### config.mk
export PLATFORM = sky130hd
export DESIGN_NAME = ann_pipe_reg
export DESIGN_NICKNAME = d
export VERILOG_FILES = /design/src/rtl/ann_pkg.sv /design/src/rtl/ann_pipe_stage.sv /design/src/rtl/ann_pipe_reg.sv
export SDC_FILE = /design/constraint.sdc
export NUM_CORES = 1
export LEC_CHECK = 0
export ABC_AREA = 1
export BUFFER_PORTS_ARGS = -buffer_cell sky130_fd_sc_hd__buf_4
export CAP_MARGIN = 20
export CORE_AREA = 5 5 42 44
export DETAILED_ROUTE_END_ITERATION = 10
export DIE_AREA = 0 0 47 49
export SYNTH_ARGS = -nofsm -noshare
export SYNTH_HDL_FRONTEND = slang
export SYNTH_SLANG_ARGS = --single-unit
### constraint.sdc
create_clock -name clo -period 1.3 [get_ports clo]
set_clock_uncertainty 0.15 [all_clocks]
set_input_delay 0.065 -clock clo [delete_from_list [all_inputs] [get_ports clo]]
set_output_delay 0.065 -clock clo [all_outputs]
set_load 0.01 [all_outputs]
### src/rtl/ann_pkg.sv
// Shared constants for the ANN datapath blocks and the width helper
// used to size the pipeline occupancy count.
package ann_pkg;

  localparam int ANN_WIDTH    = 4;
  localparam int ANN_CHANNELS = 1;

  function automatic int clog2(input int n);
    int r;
    r = 0;
    while ((1 << r) < n) r++;
    return r;
  endfunction

endpackage

### src/rtl/ann_pipe_stage.sv
// One elastic pipeline stage: a valid flag plus a data word that only
// loads when the stage advances and the incoming word is valid.
module ann_pipe_stage
  import ann_pkg::*;
#(
  parameter int DW = ANN_WIDTH
) (
  input  logic          clo_i,
  input  logic          res_i,
  input  logic          clr_i,
  input  logic          adv_i,
  input  logic          prev_valid_i,
  input  logic [DW-1:0] prev_data_i,
  output logic          valid_o,
  output logic [DW-1:0] data_o
);

  logic          valid_q, valid_d;
  logic [DW-1:0] data_q, data_d;

  // Flush drops the valid flag only; the data word keeps its last value.
  always_comb begin
    valid_d = valid_q;
    data_d  = data_q;
    if (clr_i) begin
      valid_d = 1'b0;
    end else if (adv_i) begin
      valid_d = prev_valid_i;
      if (prev_valid_i) data_d = prev_data_i;
    end
  end

  always_ff @(posedge clo_i or negedge res_i) begin
    if (!res_i) begin
      valid_q <= 1'b0;
      data_q  <= '0;
    end else begin
      valid_q <= valid_d;
      data_q  <= data_d;
    end
  end

  assign valid_o = valid_q;
  assign data_o  = data_q;

endmodule

### src/rtl/ann_pipe_reg.sv
// Elastic multi-lane pipeline register between neuron layers with
// valid/ready back-pressure, bubble collapse and synchronous flush.
module ann_pipe_reg
  import ann_pkg::*;
#(
  parameter int WIDTH    = ANN_WIDTH,
  parameter int CHANNELS = ANN_CHANNELS,
  parameter int DEPTH    = 2,
  localparam int DW      = WIDTH * CHANNELS,
  localparam int OCC_W   = clog2(DEPTH + 1)
) (
  input  logic             clo,
  input  logic             res,
  input  logic             clr,
  input  logic             in_valid,
  output logic             in_ready,
  input  logic [DW-1:0]    in_data,
  output logic             out_valid,
  input  logic             out_ready,
  output logic [DW-1:0]    out_data,
  output logic [OCC_W-1:0] occupancy
);

  logic [DEPTH-1:0] stage_v;
  logic [DEPTH-1:0] adv;
  logic [DW-1:0]    stage_d [DEPTH];

  for (genvar k = 0; k < DEPTH; k++) begin : g_stage
    logic          pv;
    logic [DW-1:0] pd;

    // A stage may move when downstream drains or any stage from here
    // to the output is empty, which collapses bubbles.
    assign adv[k] = out_ready | ~(&stage_v[DEPTH-1:k]);

    if (k == 0) begin : g_first
      assign pv = in_valid;
      assign pd = in_data;
    end else begin : g_rest
      assign pv = stage_v[k-1];
      assign pd = stage_d[k-1];
    end

    ann_pipe_stage #(.DW(DW)) u_stage (
      .clo_i        (clo),
      .res_i        (res),
      .clr_i        (clr),
      .adv_i        (adv[k]),
      .prev_valid_i (pv),
      .prev_data_i  (pd),
      .valid_o      (stage_v[k]),
      .data_o       (stage_d[k])
    );
  end

  always_comb begin
    occupancy = '0;
    for (int k = 0; k < DEPTH; k++) occupancy = occupancy + OCC_W'(stage_v[k]);
  end

  assign in_ready  = adv[0] & ~clr;
  assign out_valid = stage_v[DEPTH-1] & ~clr;
  assign out_data  = stage_d[DEPTH-1];

endmodule

==> impl_metrics.csv, run 1 <==
group,metric,value,unit
outcome,outcome,"finished, violations left",
outcome,violations,"setup timing",
clock_tree,ctsLongestPathBuffers,2,
route,ant_nets,0,
grt,grt_pass1_vias,379,
logic_synthesis,synth-xor-area-share,0,%
timing,grt_setup_unrepaired,"yes",
timing,fin_ws,-68.5,ps
timing,max_freq,731,MHz
route,drt_first_pass_iters,2,
job,cap_violations,0,
grt,grt_max_degree,11,
route,vias,425,
place,place_area,599,sq um
final_layout,nFillCells,147,
final_layout,drive_above_1_share,38.8,%
route,post_drt_wl_per_cell,9.17,um
floorplanning,start_util,32.8,%
power,p_leak,0.395,nW
place,dp_slack,54.4,ps
logic_synthesis,synthCells,51,
clock_tree,cts_sinks,10,
place,port_buffers,16,
logic_synthesis,ys_ff_latch,10,
final_layout,multi_input_comb_area,203,sq um
grt,antenna_found_initial,0,
logic_synthesis,ys_seq_area_share,54.5,%
grt,grt_pass1_wl,1480,um
place,place.gp.congestion,0.695,
logic_synthesis,synth.area.mux_share,0,%
floorplanning,die-width,47,um
setup_path,arrival,1150,ps
setup_path,ff2ff_path_depth,6,
floorplanning,die_h,49,um
timing,final-setup-viol-count,1,
setup_path,r2r-start,"g_stage[1].u_stage.valid_o$_DFFE_PN0P_",
route,wl,880,um
clock_tree,clkLatencyLatePin,260,ps
route,drt-vias-per-instance,4.43,
grt,grt_usage,8.98,%
logic_synthesis,synth_fa_ha_area_share,2.72,%
timing,slew_headroom,87.8,%
timing,finalHoldViolCount,0,
clock_tree,htree_levels,1,
final_layout,area_delta_synth_final,59.9,%
timing,tightest_slew,182,ps
timing,maxSlewViolCount,0,
logic_synthesis,yosysUniqueCellTypes,11,
timing,tns,-68.5,ps
clock_tree,clk_pin_slew,60,ps
final_layout,register_area,250,sq um
power,powerDensity,1140,nW/um^2
clock_tree,cts_made_buffers,3,
setup_path,path_class,"reg2out",
logic_synthesis,synthSimpleGateAreaFrac,37.6,%
setup_path,critPathRequiredTime,1090,ps
timing,worst_hold_slack,17.3,ps
logic_synthesis,synth_fp_nets,61,
setup_path,cp-start-kind,"flip-flop",
logic_synthesis,synth-compound-area-share,1.09,%
route,drtIter0Drc,2,
power,peakVddDrop,0.636,mV
floorplanning,dieArea,2300,sq um
setup_path,cp_max_fo,2,
final_layout,post-route-cell-area,734,sq um
timing,period_needed,1370,ps
clock_tree,tritoncts,"yes",
setup_path,reg2reg_to,"g_stage[0].u_stage.data_o[0]$_DFFE_PN0P_",
worst_hold_path,hold_path_class,"in2async",
timing,finalCritPeriodShare,105,%
floorplanning,num_io_pins,17,
final_layout,num_antenna_cells,0,
logic_synthesis,ys_warn_count,0,
final_layout,nets,91,
logic_synthesis,syn_avg_cell_area,9.00,sq um
clock_tree,cts-root-buf,"clkbuf_4",
setup_path,regToRegSetupSlack,80,ps
floorplanning,core,1400,sq um
floorplanning,fp-row-count,14,
logic_synthesis,syn_area,459,sq um
grt,grt-ovfl-total,0,
setup_path,crit_path_end_kind,"output pin",
logic_synthesis,synth_top_family_by_area,"simple AND/OR/NAND/NOR gates",
route,drc,0,
==> cell usage in the layout (no fill, tap or decap) <==
cell and count:
a21oi_1 1, buf_4 18, buf_6 1, clkbuf_4 3, clkbuf_8 1, dfrtp_1 10
dlygate4sd3_1 6, ha_4 1, inv_1 4, inv_2 1, nand2_1 18, nand2_2 2
nand2_4 2, nand3_1 8, nor2_1 2, nor2_4 2
==> worst max-delay path by stage <==
| stage | to | startpoint |
|---|---|---|
| final | in_ready | g_stage[1].u_stage.valid_o$_DFFE_PN0P_ |
| after global routing | in_ready | g_stage[1].u_stage.valid_o$_DFFE_PN0P_ |
| after global placement | in_ready | g_stage[1].u_stage.valid_o$_DFFE_PN0P_ |
| after floorplan | in_ready | g_stage[1].u_stage.valid_o$_DFFE_PN0P_ |
| after detailed placement | in_ready | g_stage[1].u_stage.valid_o$_DFFE_PN0P_ |
| after CTS | in_ready | g_stage[1].u_stage.valid_o$_DFFE_PN0P_ |
==> power breakdown <==
group	leakage [nW]	switching [mW]	internal (mW)	total [mW]
logic	0.246	0.0841	0.0998	0.184
clock network	0.0210	0.0969	0.170	0.267
registers	0.127	0.0253	0.358	0.384
total	0.395	0.206	0.628	0.834
==> layout make-up <==
type | instances | share of cell area [%]
clock buffers | 4 | 4.94
inverters | 5 | 2.56
multi-input cells | 36 | 27.6
flip-flops and latches | 10 | 34.1
well taps | 16 | 2.73
repair buffers | 25 | 28.1
==> metrics by stage <==
| stage | std cells | util, % | total power [mW] |
|---|---|---|---|
| after floorplan | 51 | - | 0.464 |
| after global routing | 96 | 52.4 | 0.898 |
| after global placement | 83 | 42.8 | 0.555 |
| after CTS | 97 | 52.2 | 0.850 |
| final | 96 | 52.4 | 0.834 |
| after detailed placement | 83 | 42.8 | 0.556 |
==> synth_stat cells <==
master / n / share of area, %
a21oi_1: 1 / 1.1
dfrtp_1: 10 / 54
ha_1: 1 / 2.7
inv_1: 4 / 3.3
inv_2: 1 / 0.82
nand2_1: 18 / 15
nand2_2: 2 / 2.7
nand2_4: 2 / 4.9
nand3_1: 8 / 8.7
nor2_1: 2 / 1.6
nor2_4: 2 / 4.9
==> repair_timing <==
item,4_1_cts,5_1_grt
pin swaps,2,0
setup buffers,4,0
hold buffers,6,0
resized for setup,2,1
setup endpoints to repair,2,8
hold endpoints to repair,17,0
==> flip-flops by register name, indices dropped and copies added, names as in the netlist <==
signal and cells:
g_stage.u_stage.data_o 8, g_stage.u_stage.valid_o 2
==> cells by family after synthesis <==
| logic type | Yosys count |
|---|---|
| and+or+nand+nor | 34 |
| AOI/OAI and AO/OA | 1 |
| DFF | 10 |
| buffers and inverters | 5 |
| adders and majority gates | 1 |
==> per-layer routing <==
metal	GRT usage [%]	share of wire (%)	vias up	wire, um
met5	0	0	-	0
met3	4.43	8.9	4	78
met1	10.3	41	190	359
li1	-	-	219	-
met2	12.9	48	12	421
met4	5.53	2.4	0	21
==> critical path, cell delays in order (launching register included) <==
cell,delay (ps)
dfrtp_1,410
ha_4,170
nand2_2,60
inv_1,50
nor2_1,80
buf_4,120
Note: power is estimated with default switching activity, not from simulation.
==> run 2: changes to the inputs <==
--- a/config.mk
+++ b/config.mk
@@ -9,7 +9,10 @@
 export BUFFER_PORTS_ARGS = -buffer_cell sky130_fd_sc_hd__buf_4
 export CAP_MARGIN = 20
-export CORE_AREA = 5 5 42 44
+export CELL_PAD_IN_SITES_DETAIL_PLACEMENT = 1
+export CELL_PAD_IN_SITES_GLOBAL_PLACEMENT = 1
+export CORE_MARGIN = 5
+export CORE_UTILIZATION = 32
 export DETAILED_ROUTE_END_ITERATION = 10
-export DIE_AREA = 0 0 47 49
+export PLACE_DENSITY_LB_ADDON = 0.1
 export SYNTH_ARGS = -nofsm -noshare
 export SYNTH_HDL_FRONTEND = slang
--- a/constraint.sdc
+++ b/constraint.sdc
@@ -3,3 +3,3 @@
 set_input_delay 0.065 -clock clo [delete_from_list [all_inputs] [get_ports clo]]
 set_output_delay 0.065 -clock clo [all_outputs]
-set_load 0.01 [all_outputs]
+set_load 0.05 [all_outputs]
==> run 2 against run 1 <==
  * The run still ends with setup timing left
  * Die area fell by 0.46%
  * Core utilization rose by 3.2 points
  * Sequential cell count did not move
  * Count of clock-buffer cells in the layout fell by 1
  * Sequential power rose by 1%
  * Total power rose by 8.8%
  * Via count rose by 0.71%
  * Largest power group unchanged
  * Routed wire length rose by 37%
  * Non-clock buffer count fell by 1
  * Clock power fell by 22%
  * Worst hold slack got worse by 7.4 ps
  * Global-route usage rose by 4.4 points
==> impl_metrics.csv, run 2 (same netlist as run 1, synthesis figures left out) <==
group,metric,value,unit
grt,grt_pass1_vias,444,
timing,period_needed,1430,ps
timing,finalCritPeriodShare,110,%
route,met1_length,443,um
floorplanning,num_io_pins,17,
place,port_buffers,16,
floorplanning,die_h,47.9,um
job,cap_violations,0,
route,drtIter0Drc,2,
floorplanning,dieArea,2290,sq um
floorplanning,die-width,47.9,um
clock_tree,clk_pin_slew,60,ps
setup_path,cp-start-kind,"flip-flop",
setup_path,crit_path_end_kind,"output pin",
route,post_drt_wl_per_cell,13.0,um
final_layout,num_antenna_cells,0,
setup_path,critPathRequiredTime,1090,ps
route,ant_nets,0,
setup_path,reg2reg_to,"g_stage[0].u_stage.data_o[3]$_DFFE_PN0P_",
place,dp_hpwl,831,um
clock_tree,cts_sinks,10,
setup_path,ff2ff_path_depth,6,
final_layout,area_delta_synth_final,61.6,%
route,wl_met3,82,um
grt,grt_usage,13.4,%
final_layout,largest_reg_flops,8,
timing,tns,-158,ps
setup_path,r2r-start,"g_stage[1].u_stage.valid_o$_DFFE_PN0P_",
worst_hold_path,hold_path_class,"in2async",
place,dp_slack,47.2,ps
route,wl,1210,um
route,drc,0,
timing,fin_ws,-128,ps
route,vias,428,
clock_tree,cts_made_buffers,3,
floorplanning,fp-row-count,13,
grt,grt_pass1_wl,2020,um
grt,grt_max_degree,11,
floorplanning,start_util,34.4,%
timing,maxSlewViolCount,0,
final_layout,nets,90,
setup_path,path_class,"reg2out",
timing,tightest_slew,187,ps
timing,grt_setup_unrepaired,"yes",
setup_path,arrival,1210,ps
timing,final-setup-viol-count,2,
outcome,violations,"setup timing",
clock_tree,ctsLongestPathBuffers,2,
power,powerDensity,1220,nW/um^2
timing,finalHoldViolCount,0,
timing,max_freq,701,MHz
grt,grt-ovfl-total,0,
route,drt_first_pass_iters,2,
setup_path,regToRegSetupSlack,30,ps
final_layout,drive_above_1_share,43.6,%
setup_path,cp_max_fo,3,
clock_tree,tritoncts,"yes",
final_layout,mostFrequentLayoutCell,"nand2_1",
clock_tree,htree_levels,1,
power,p_leak,0.390,nW
route,routed.top_layer,"met4",
route,wl_met2,668,um
clock_tree,cts-root-buf,"clkbuf_4",
final_layout,nFillCells,171,
final_layout,layout_common_cells,"18 x nand2_1, 15 x buf_4, 9 x dfrtp_1",
floorplanning,core,1330,sq um
outcome,outcome,"finished, violations left",
timing,slew_headroom,87.5,%
route,drt-vias-per-instance,4.60,
place,place.gp.congestion,0.673,
grt,antenna_found_initial,0,
clock_tree,clkLatencyLatePin,260,ps
power,peakVddDrop,0.538,mV
-- run 2: area by class of cell --
class                      instances  area [sq um]  share of cell area [%]
clock buffer                       3          22.5                    3.04
inverter                           5          21.3                    2.87
multi-input combinational         36           218                    29.3
sequential                        10           251                    33.9
tap                               15          18.8                    2.53
timing repair buffer              24           210                    28.3
-- run 2: timing repair --
item,CTS,global route
endpoints found under the hold margin,15,0
pin swaps,3,3
hold buffers,6,0
endpoints found under the setup margin,2,8
cloned,0,0
buffers inserted,2,1
gates resized for setup,4,3
-- run 2: metrics by stage --
step / utilization, % / hold slack [ps] / instances / power [mW] / area (sq um)
floorplan: - / -381 / 51 / 0.582 / 487
global placement: 46.9 / -249 / 82 / 0.674 / 626
detailed placement: 46.9 / -250 / 82 / 0.680 / 626
CTS: 55.3 / 9.83 / 93 / 0.910 / 737
global route: 55.6 / 12.8 / 93 / 0.963 / 742
finish: 55.6 / 9.94 / 93 / 0.908 / 742
-- run 2: worst max path at each step --
stage | startpoint | end | cells past startpoint
finish | g_stage[1].u_stage.valid_o$_DFFE_PN0P_ | in_ready | 5
CTS | g_stage[1].u_stage.valid_o$_DFFE_PN0P_ | in_ready | 5
floorplan | g_stage[1].u_stage.valid_o$_DFFE_PN0P_ | in_ready | 4
detailed placement | g_stage[1].u_stage.valid_o$_DFFE_PN0P_ | in_ready | 5
global placement | g_stage[1].u_stage.valid_o$_DFFE_PN0P_ | in_ready | 5
global route | g_stage[1].u_stage.valid_o$_DFFE_PN0P_ | in_ready | 5
-- run 2: critical path: stages (launching register included) --
cell	delay (ps)
dfrtp_2	440
ha_4	180
nand2_4	70
inv_4	40
nor2_4	70
buf_6	150
-- run 2: power by group --
group / switching [mW] / internal [mW] / total [mW]
logic: 0.201 / 0.111 / 0.312
clock network: 0.101 / 0.107 / 0.208
registers: 0.0292 / 0.359 / 0.388
-- run 2: routing by layer --
layer | up-vias | global-route usage (%)
li1 | 215 | -
met4 | 0 | 6.45
met5 | - | 0
met3 | 2 | 5.64
met1 | 199 | 15.1
met2 | 12 | 21.6
